**src/rtl/pac_pkg.sv**
```systemverilog
// Shared PAC constants: phi^n default ratios, oscillator pair map,
// ratio-engine state encoding and CHI thresholds used by the strength stage.
package pac_pkg;

    localparam int PAC_WIDTH     = 18;
    localparam int PAC_FRAC      = 14;
    localparam int PAC_NUM_PAIRS = 10;
    localparam int PAC_QBITS     = PAC_WIDTH + PAC_FRAC;
    localparam int PAC_NUM_SRC   = 8;
    localparam int PAC_PW        = 4;

    localparam logic [PAC_WIDTH-1:0] RATIO_PHI_1       = 18'd26510;
    localparam logic [PAC_WIDTH-1:0] RATIO_PHI_2       = 18'd42891;
    localparam logic [PAC_WIDTH-1:0] RATIO_PHI_BL_G    = 18'd33718;
    localparam logic [PAC_WIDTH-1:0] RATIO_PHI_BH_G    = 18'd20833;
    localparam logic [PAC_WIDTH-1:0] RATIO_PHI_TH_GF   = 18'd112249;
    localparam logic [PAC_WIDTH-1:0] RATIO_PHI_AL_GF   = 18'd69384;
    localparam logic [PAC_WIDTH-1:0] RATIO_TH_G_DEF    = 18'd88474;

    localparam logic [PAC_NUM_PAIRS*PAC_WIDTH-1:0] RATIO_RESET = {
        RATIO_TH_G_DEF, RATIO_PHI_2, RATIO_PHI_AL_GF, RATIO_PHI_TH_GF,
        RATIO_PHI_BH_G, RATIO_PHI_BL_G, RATIO_PHI_2, RATIO_PHI_1,
        RATIO_PHI_2, RATIO_PHI_1
    };

    localparam logic [PAC_WIDTH-1:0] CHI_LOW_THRESH  = 18'd4915;
    localparam logic [PAC_WIDTH-1:0] CHI_HIGH_THRESH = 18'd11469;

    localparam logic [2:0] SRC_THETA      = 3'd0;
    localparam logic [2:0] SRC_ALPHA      = 3'd1;
    localparam logic [2:0] SRC_BETA_LOW   = 3'd2;
    localparam logic [2:0] SRC_BETA_HIGH  = 3'd3;
    localparam logic [2:0] SRC_GAMMA      = 3'd4;
    localparam logic [2:0] SRC_GAMMA_FAST = 3'd5;
    localparam logic [2:0] SRC_SR_F0      = 3'd6;
    localparam logic [2:0] SRC_SR_F2      = 3'd7;

    localparam logic [PAC_PW-1:0] PAIR_TH_AL  = 4'd0;
    localparam logic [PAC_PW-1:0] PAIR_TH_BL  = 4'd1;
    localparam logic [PAC_PW-1:0] PAIR_AL_BL  = 4'd2;
    localparam logic [PAC_PW-1:0] PAIR_AL_BH  = 4'd3;
    localparam logic [PAC_PW-1:0] PAIR_BL_G   = 4'd4;
    localparam logic [PAC_PW-1:0] PAIR_BH_G   = 4'd5;
    localparam logic [PAC_PW-1:0] PAIR_TH_GF  = 4'd6;
    localparam logic [PAC_PW-1:0] PAIR_AL_GF  = 4'd7;
    localparam logic [PAC_PW-1:0] PAIR_F0_F2  = 4'd8;
    localparam logic [PAC_PW-1:0] PAIR_TH_G   = 4'd9;

    localparam logic [2:0] ST_IDLE  = 3'd0;
    localparam logic [2:0] ST_LOAD  = 3'd1;
    localparam logic [2:0] ST_DIV   = 3'd2;
    localparam logic [2:0] ST_STORE = 3'd3;
    localparam logic [2:0] ST_DONE  = 3'd4;

    typedef struct packed {
        logic [2:0] lo;
        logic [2:0] hi;
    } pair_src_t;

    function automatic pair_src_t pair_src(input logic [PAC_PW-1:0] p);
        pair_src_t s;
        case (p)
            PAIR_TH_AL: s = '{SRC_THETA, SRC_ALPHA};
            PAIR_TH_BL: s = '{SRC_THETA, SRC_BETA_LOW};
            PAIR_AL_BL: s = '{SRC_ALPHA, SRC_BETA_LOW};
            PAIR_AL_BH: s = '{SRC_ALPHA, SRC_BETA_HIGH};
            PAIR_BL_G:  s = '{SRC_BETA_LOW, SRC_GAMMA};
            PAIR_BH_G:  s = '{SRC_BETA_HIGH, SRC_GAMMA};
            PAIR_TH_GF: s = '{SRC_THETA, SRC_GAMMA_FAST};
            PAIR_AL_GF: s = '{SRC_ALPHA, SRC_GAMMA_FAST};
            PAIR_F0_F2: s = '{SRC_SR_F0, SRC_SR_F2};
            PAIR_TH_G:  s = '{SRC_THETA, SRC_GAMMA};
            default:    s = '{SRC_THETA, SRC_GAMMA};
        endcase
        return s;
    endfunction

endpackage

```
**src/rtl/pac_seq_div.sv**
```systemverilog
// Restoring shift-subtract divider, one quotient bit per clk_en step.
// The dividend register shifts left and collects quotient bits in its LSB.
module pac_seq_div
    import pac_pkg::*;
#(
    parameter int WIDTH = PAC_WIDTH,
    parameter int QBITS = PAC_QBITS,
    parameter int CW    = $clog2(QBITS)
) (
    input  logic             clk,
    input  logic             rst,
    input  logic             clk_en,
    input  logic             load,
    input  logic             step,
    input  logic [QBITS-1:0] dividend,
    input  logic [WIDTH-1:0] divisor,
    output logic             div_zero,
    output logic [QBITS-1:0] quotient,
    output logic             done_bit
);

    logic [QBITS-1:0] dvd_q;
    logic [WIDTH-1:0] dvs_q;
    logic [WIDTH:0]   rem_q;
    logic [CW-1:0]    cnt_q;
    logic [WIDTH+1:0] rem_sh;
    logic             ge;

    assign div_zero = (divisor == '0);
    assign quotient = dvd_q;
    assign done_bit = (cnt_q == '0);
    assign rem_sh   = {rem_q, dvd_q[QBITS-1]};
    assign ge       = (rem_sh >= (WIDTH+2)'(dvs_q));

    always_ff @(posedge clk or posedge rst) begin
        if (rst) begin
            dvd_q <= '0;
            dvs_q <= '0;
            rem_q <= '0;
            cnt_q <= '0;
        end else if (clk_en) begin
            if (load) begin
                dvd_q <= dividend;
                dvs_q <= divisor;
                rem_q <= '0;
                cnt_q <= CW'(QBITS - 1);
            end else if (step) begin
                dvd_q <= {dvd_q[QBITS-2:0], ge};
                rem_q <= ge ? (WIDTH+1)'(rem_sh - (WIDTH+2)'(dvs_q))
                            : rem_sh[WIDTH:0];
                cnt_q <= cnt_q - 1'b1;
            end
        end
    end

endmodule

```
**src/rtl/pac_ratio_calc.sv**
```systemverilog
// Time-multiplexed omega_high/omega_low ratio engine for the ten PAC pairs.
// Results are published together at the end of each sweep.
module pac_ratio_calc
    import pac_pkg::*;
#(
    parameter int WIDTH     = PAC_WIDTH,
    parameter int FRAC      = PAC_FRAC,
    parameter int NUM_PAIRS = PAC_NUM_PAIRS,
    parameter int QBITS     = WIDTH + FRAC
) (
    input  logic                       clk,
    input  logic                       rst,
    input  logic                       clk_en,
    input  logic                       start,
    input  logic [WIDTH-1:0]           omega_theta,
    input  logic [WIDTH-1:0]           omega_alpha,
    input  logic [WIDTH-1:0]           omega_beta_low,
    input  logic [WIDTH-1:0]           omega_beta_high,
    input  logic [WIDTH-1:0]           omega_gamma,
    input  logic [WIDTH-1:0]           omega_gamma_fast,
    input  logic [WIDTH-1:0]           omega_sr_f0,
    input  logic [WIDTH-1:0]           omega_sr_f2,
    output logic [NUM_PAIRS*WIDTH-1:0] ratio_flat,
    output logic [NUM_PAIRS-1:0]       div0_flags,
    output logic [NUM_PAIRS-1:0]       sat_flags,
    output logic                       busy,
    output logic                       done
);

    localparam logic [WIDTH-1:0] MAXV = '1;

    logic [WIDTH-1:0]           omega_in [PAC_NUM_SRC];
    logic [WIDTH-1:0]           snap_q   [PAC_NUM_SRC];
    logic [2:0]                 state_q;
    logic [PAC_PW-1:0]          pair_q;
    logic                       zero_q;
    logic [NUM_PAIRS*WIDTH-1:0] work_ratio_q, ratio_nx;
    logic [NUM_PAIRS-1:0]       work_div0_q, div0_nx;
    logic [NUM_PAIRS-1:0]       work_sat_q, sat_nx;
    pair_src_t                  sel;
    logic [WIDTH-1:0]           om_lo, om_hi;
    logic                       div_zero, div_last, q_over;
    logic [QBITS-1:0]           quotient;
    logic [WIDTH-1:0]           store_val;

    assign omega_in[SRC_THETA]      = omega_theta;
    assign omega_in[SRC_ALPHA]      = omega_alpha;
    assign omega_in[SRC_BETA_LOW]   = omega_beta_low;
    assign omega_in[SRC_BETA_HIGH]  = omega_beta_high;
    assign omega_in[SRC_GAMMA]      = omega_gamma;
    assign omega_in[SRC_GAMMA_FAST] = omega_gamma_fast;
    assign omega_in[SRC_SR_F0]      = omega_sr_f0;
    assign omega_in[SRC_SR_F2]      = omega_sr_f2;

    assign sel   = pair_src(pair_q);
    assign om_lo = snap_q[sel.lo];
    assign om_hi = snap_q[sel.hi];
    assign busy  = (state_q != ST_IDLE);
    assign done  = (state_q == ST_DONE);

    pac_seq_div #(.WIDTH(WIDTH), .QBITS(QBITS)) u_div (
        .clk      (clk),
        .rst      (rst),
        .clk_en   (clk_en),
        .load     (state_q == ST_LOAD),
        .step     (state_q == ST_DIV),
        .dividend ({om_hi, {FRAC{1'b0}}}),
        .divisor  (om_lo),
        .div_zero (div_zero),
        .quotient (quotient),
        .done_bit (div_last)
    );

    // Any quotient bit above WIDTH means the ratio does not fit.
    assign q_over    = |quotient[QBITS-1:WIDTH];
    assign store_val = (zero_q || q_over) ? MAXV : quotient[WIDTH-1:0];

    always_comb begin
        ratio_nx = work_ratio_q;
        div0_nx  = work_div0_q;
        sat_nx   = work_sat_q;
        for (int i = 0; i < NUM_PAIRS; i++) begin
            if (pair_q == i[PAC_PW-1:0]) begin
                ratio_nx[i*WIDTH +: WIDTH] = store_val;
                div0_nx[i] = zero_q;
                sat_nx[i]  = !zero_q && q_over;
            end
        end
    end

    always_ff @(posedge clk or posedge rst) begin
        if (rst) begin
            state_q      <= ST_IDLE;
            pair_q       <= '0;
            zero_q       <= 1'b0;
            for (int i = 0; i < PAC_NUM_SRC; i++) snap_q[i] <= '0;
            work_ratio_q <= RATIO_RESET;
            work_div0_q  <= '0;
            work_sat_q   <= '0;
            ratio_flat   <= RATIO_RESET;
            div0_flags   <= '0;
            sat_flags    <= '0;
        end else if (clk_en) begin
            case (state_q)
                ST_IDLE: begin
                    if (start) begin
                        for (int i = 0; i < PAC_NUM_SRC; i++)
                            snap_q[i] <= omega_in[i];
                        work_div0_q <= '0;
                        work_sat_q  <= '0;
                        pair_q      <= '0;
                        state_q     <= ST_LOAD;
                    end
                end
                ST_LOAD: begin
                    zero_q  <= div_zero;
                    state_q <= div_zero ? ST_STORE : ST_DIV;
                end
                ST_DIV: begin
                    if (div_last) state_q <= ST_STORE;
                end
                ST_STORE: begin
                    work_ratio_q <= ratio_nx;
                    work_div0_q  <= div0_nx;
                    work_sat_q   <= sat_nx;
                    if (pair_q == PAC_PW'(NUM_PAIRS - 1)) begin
                        ratio_flat <= ratio_nx;
                        div0_flags <= div0_nx;
                        sat_flags  <= sat_nx;
                        state_q    <= ST_DONE;
                    end else begin
                        pair_q  <= pair_q + 1'b1;
                        state_q <= ST_LOAD;
                    end
                end
                ST_DONE:  state_q <= ST_IDLE;
                default:  state_q <= ST_IDLE;
            endcase
        end
    end

endmodule

```
**config.mk**
```make
export PLATFORM = sky130hd
export DESIGN_NAME = pac_ratio_calc
export DESIGN_NICKNAME = d
export VERILOG_FILES = /design/src/rtl/pac_pkg.sv /design/src/rtl/pac_seq_div.sv /design/src/rtl/pac_ratio_calc.sv
export SDC_FILE = /design/constraint.sdc
export NUM_CORES = 2
export LEC_CHECK = 0
export BUFFER_PORTS_ARGS = -buffer_cell sky130_fd_sc_hd__buf_4
export CAP_MARGIN = 20
export CORE_ASPECT_RATIO = 0.8
export CORE_MARGIN = 3
export CORE_UTILIZATION = 60
export CTS_BUF_LIST = sky130_fd_sc_hd__clkbuf_4
export DETAILED_ROUTE_END_ITERATION = 8
export PLACE_DENSITY = 0.89
export SLEW_MARGIN = 10
export SYNTH_ARGS = -nofsm -noshare
export SYNTH_HDL_FRONTEND = slang
export SYNTH_SLANG_ARGS = --single-unit
export TNS_END_PERCENT = 20
```
**constraint.sdc**
```tcl
create_clock -name clk -period 26.4 [get_ports clk]
set_input_delay 2.64 -clock clk [delete_from_list [all_inputs] [get_ports clk]]
set_output_delay 2.64 -clock clk [all_outputs]
set_load 0.1 [all_outputs]
```
==> reports/summary.txt <==
RUN STATUS
---------------------------------------------------------------------------------------
Run status                                                                 finished with violations
Violated checks                                                            design-rule violations

GLOBAL ROUTING
---------------------------------------------------------------------------------------
Maximum number of pins on one net before global-route repair                        188
Global-route wire length before repair                                        124000 um
Total routing resource utilization after global routing                           32.7%
Initial antenna violation count                                                       1
Aggregate global routing overflow                                                     0
Number of global-route vias before repair                                         23000

CLOCK NETWORK
---------------------------------------------------------------------------------------
CTS tree                                                                          built
Num Clock Sinks                                                                     606
Quantity of hold-fixing buffers added after cts                                       0
Clock-pin slew of the registers on the worst-case setup and hold paths          0.06 ns
Later-pin clock latency in the skew report                                      0.91 ns
Number of H-tree levels                                                               4
Root buffer cell                                                               clkbuf_4
Number of buffers added by the clock tree synthesis step                            148
Number of buffers between clock root and the deepest sink                             3
Post-cts sizing count                                                                 0
Total setup buffers inserted after CTS                                                0

STA
---------------------------------------------------------------------------------------
Number of max-slew violations in the final report                                     0
Min cycle time layout                                                           5.14 ns
Setup repair after global routing missed its margin                               false
Worst setup margin                                                             21.26 ns
Tcrit/Tclk final                                                                  19.5%
Hold Vio Cnt, Final                                                                   0
Measured slew at the worst slew-check pin                                       1.18 ns
Final Setup Violations                                                                0
Setup clock skew after layout                                                 0.0503 ns
Post-Route Setup TNS                                                               0 ns
Fmax                                                                            195 MHz
Remaining max-slew budget at the tightest pin                                     21.2%

DETAILED ROUTING
---------------------------------------------------------------------------------------
Number of violations reported at the end of detailed-routing iteration 0           2943
Routed WL                                                                      81200 um
Number of vias in the routed layout                                               23300
ANT nets after route                                                                  0
Remaining routing DRC violations                                                      3
Average detailed-routed wire length per instance                                21.5 um
First-pass detailed-route iteration total                                             9
Ratio of routed vias to standard cells                                             6.17

LAYOUT
---------------------------------------------------------------------------------------
Share of final-layout standard cells stronger than drive strength 1               32.6%
Area Growth Syn to Fin                                                            18.2%
Finished layout cell area                                                     32500 um2
Final nets                                                                         3235

CRITICAL PATH
---------------------------------------------------------------------------------------
Required time at the endpoint of the critical path                             27.13 ns
Endpoint type of the worst setup path                                         flip-flop
Depth of the worst register-to-register path                                          9
Crit path kind                                                             input pin to flip-flop
Worst Setup Start Kind                                                        input pin
Signal arrival time at the worst endpoint                                       5.87 ns
Largest fanout of any net on the critical path                                      124

JOB
---------------------------------------------------------------------------------------
Max Cap Viol                                                                          0

DIE
---------------------------------------------------------------------------------------
DIE HEIGHT                                                                       197 um
Placeable Area                                                                44800 um2
Die area                                                                      48400 um2
# IOs                                                                               350
Effective utilization at floorplan                                                61.3%
Std-Cell Rows                                                                        69
Die X                                                                            245 um

PLACED DESIGN
---------------------------------------------------------------------------------------
Setup slack at placement                                                       20.14 ns
Weighted congestion reported at the end of routability-driven placement           0.912
Placed standard-cell area                                                     30300 um2
Number of port buffers                                                              349
HPWL after DPL                                                                 51400 um

SYNTHESIS
---------------------------------------------------------------------------------------
Share of flip-flops with an asynchronous set or reset after synthesis              100%
Number of standard cells after synthesis                                           2735
Post-synthesis adder-cell area fraction                                           1.21%
Xor/xnor cell area share of the yosys netlist                                    0.542%
Most instantiated library cell after synthesis                                  nand2_1
Mean cell area of the mapped netlist                                           10.0 um2
Register bit total from synthesis                                                   606
Biggest area contributors in the synthesized netlist                       dfrtp_1, dfstp_2, o21ai_0
Simple-gate area share of the yosys netlist                                       12.1%
Top cell type's share of synthesized area                                         40.5%
Synthesized netlist net count                                                      2909
Cell type with the largest total area after synthesis                           dfrtp_1
Warnings, synthesis                                                                   0
Multiplexer share of the synthesized area                                         10.8%
Combinational family with the most area after synthesis                    compound AO/OA/AOI/OAI gates
Complex-gate fraction of the synthesized area                                     15.6%
Number of distinct library cells after synthesis                                     60
Most numerous cell types in the synthesized netlist                        nand2_1, dfrtp_1, o21ai_0, nor2_1, a21oi_1
Register area share after synthesis                                               55.9%
Area of the mapped netlist                                                    27500 um2
Prevailing post-synth register cell                                             dfrtp_1
EDFF count, synth                                                                     0

WORST HOLD PATH
---------------------------------------------------------------------------------------
Hold-critical path depth                                                              2
Path category of the worst min-delay check                                 flip-flop to flip-flop

PWR
---------------------------------------------------------------------------------------
Worst IR Drop VDD                                                               93.1 uV
Power consumption                                                               3590 uW
Ratio of total power to cell area                                            111 nW/um2
Leak                                                                          0.0151 uW

power by group:
part | switching [uW] | total (uW) | internal, uW
Clock | 391 | 801 | 410
Sequential | 183 | 1370 | 1190
Combinational | 860 | 1410 | 553
Total | 1430 | 3590 | 2150
worst paths after layout:
path / startpoint / to / slack, ns
worst min register to register: ratio_flat[28] / ratio_flat[28] / 0.48
worst max-delay path: clk_en / ratio_flat[142] / 21.26
worst min-delay path: ratio_flat[28] / ratio_flat[28] / 0.48
max in group asynchronous: rst / div0_flags[8] / 22.01
min in group asynchronous: rst / ratio_flat[52] / 1.96
worst max register to register: pair_q[1] / ratio_flat[142] / 22.21
flip-flops by register name (all words and copies together) (netlist names), 10 cells and up:
register / count
div0_flags: 10
u_div.quotient: 32
snap_q: 144
sat_flags: 10
u_div.dvs_q: 18
ratio_flat: 180
work_ratio_q: 162
u_div.rem_q: 19
layer usage:
metal | global-route usage, % | part of all wire, %
met5 | 0 | 0
met2 | 49.6 | 46
met4 | 15.1 | 4.3
met3 | 9.50 | 11
met1 | 44.2 | 39
placed cells by master (no fill, tap or decap), drive strengths merged, types with 36 or more instances in the layout:
cell type	instances
clkbuf	226
mux4	36
nor2	289
o21ai	425
dfrtp	445
nand2	465
mux2	162
dfstp	161
inv	38
a21oi	220
buf	398
cell families (layout without fill, tap and decap cells):
logic type      count (synthesis)  after routing
buf+inv                       254            691
mux                           232            232
compound gates                768            768
other cells                     0              1
xor+xnor                       17             17
flops                         606            606
simple gates                  832            832
fa+ha+maj                      26             26
cell type report:
type,instances,area (um2)
tap,603,754
antenna,1,2.50
timing repair buffer,398,3150
sequential,606,15400
inverter,32,128
clock inverter,35,211
clock buffer,226,1700
fill,2893,12400
multi-input combinational,1875,11100
critical path, cell delays in order:
cell	delay (ns)
buf_4	0.13
and2_1	0.39
nand2_4	0.65
buf_4	0.42
buf_16	0.38
buf_4	0.91
o21ai_0	0.29
per-stage QoR:
step                      utilization [%]  hold slack [ns]  cells
after global routing                 72.4            0.502   3776
final                                72.4            0.478   3776
after detailed placement             67.6            0.471   3500
after global placement               67.5            0.462   3498
after CTS                            71.9            0.483   3761
after floorplan                         -            0.450   2735
No activity file was read; power rests on OpenSTA's default activity.
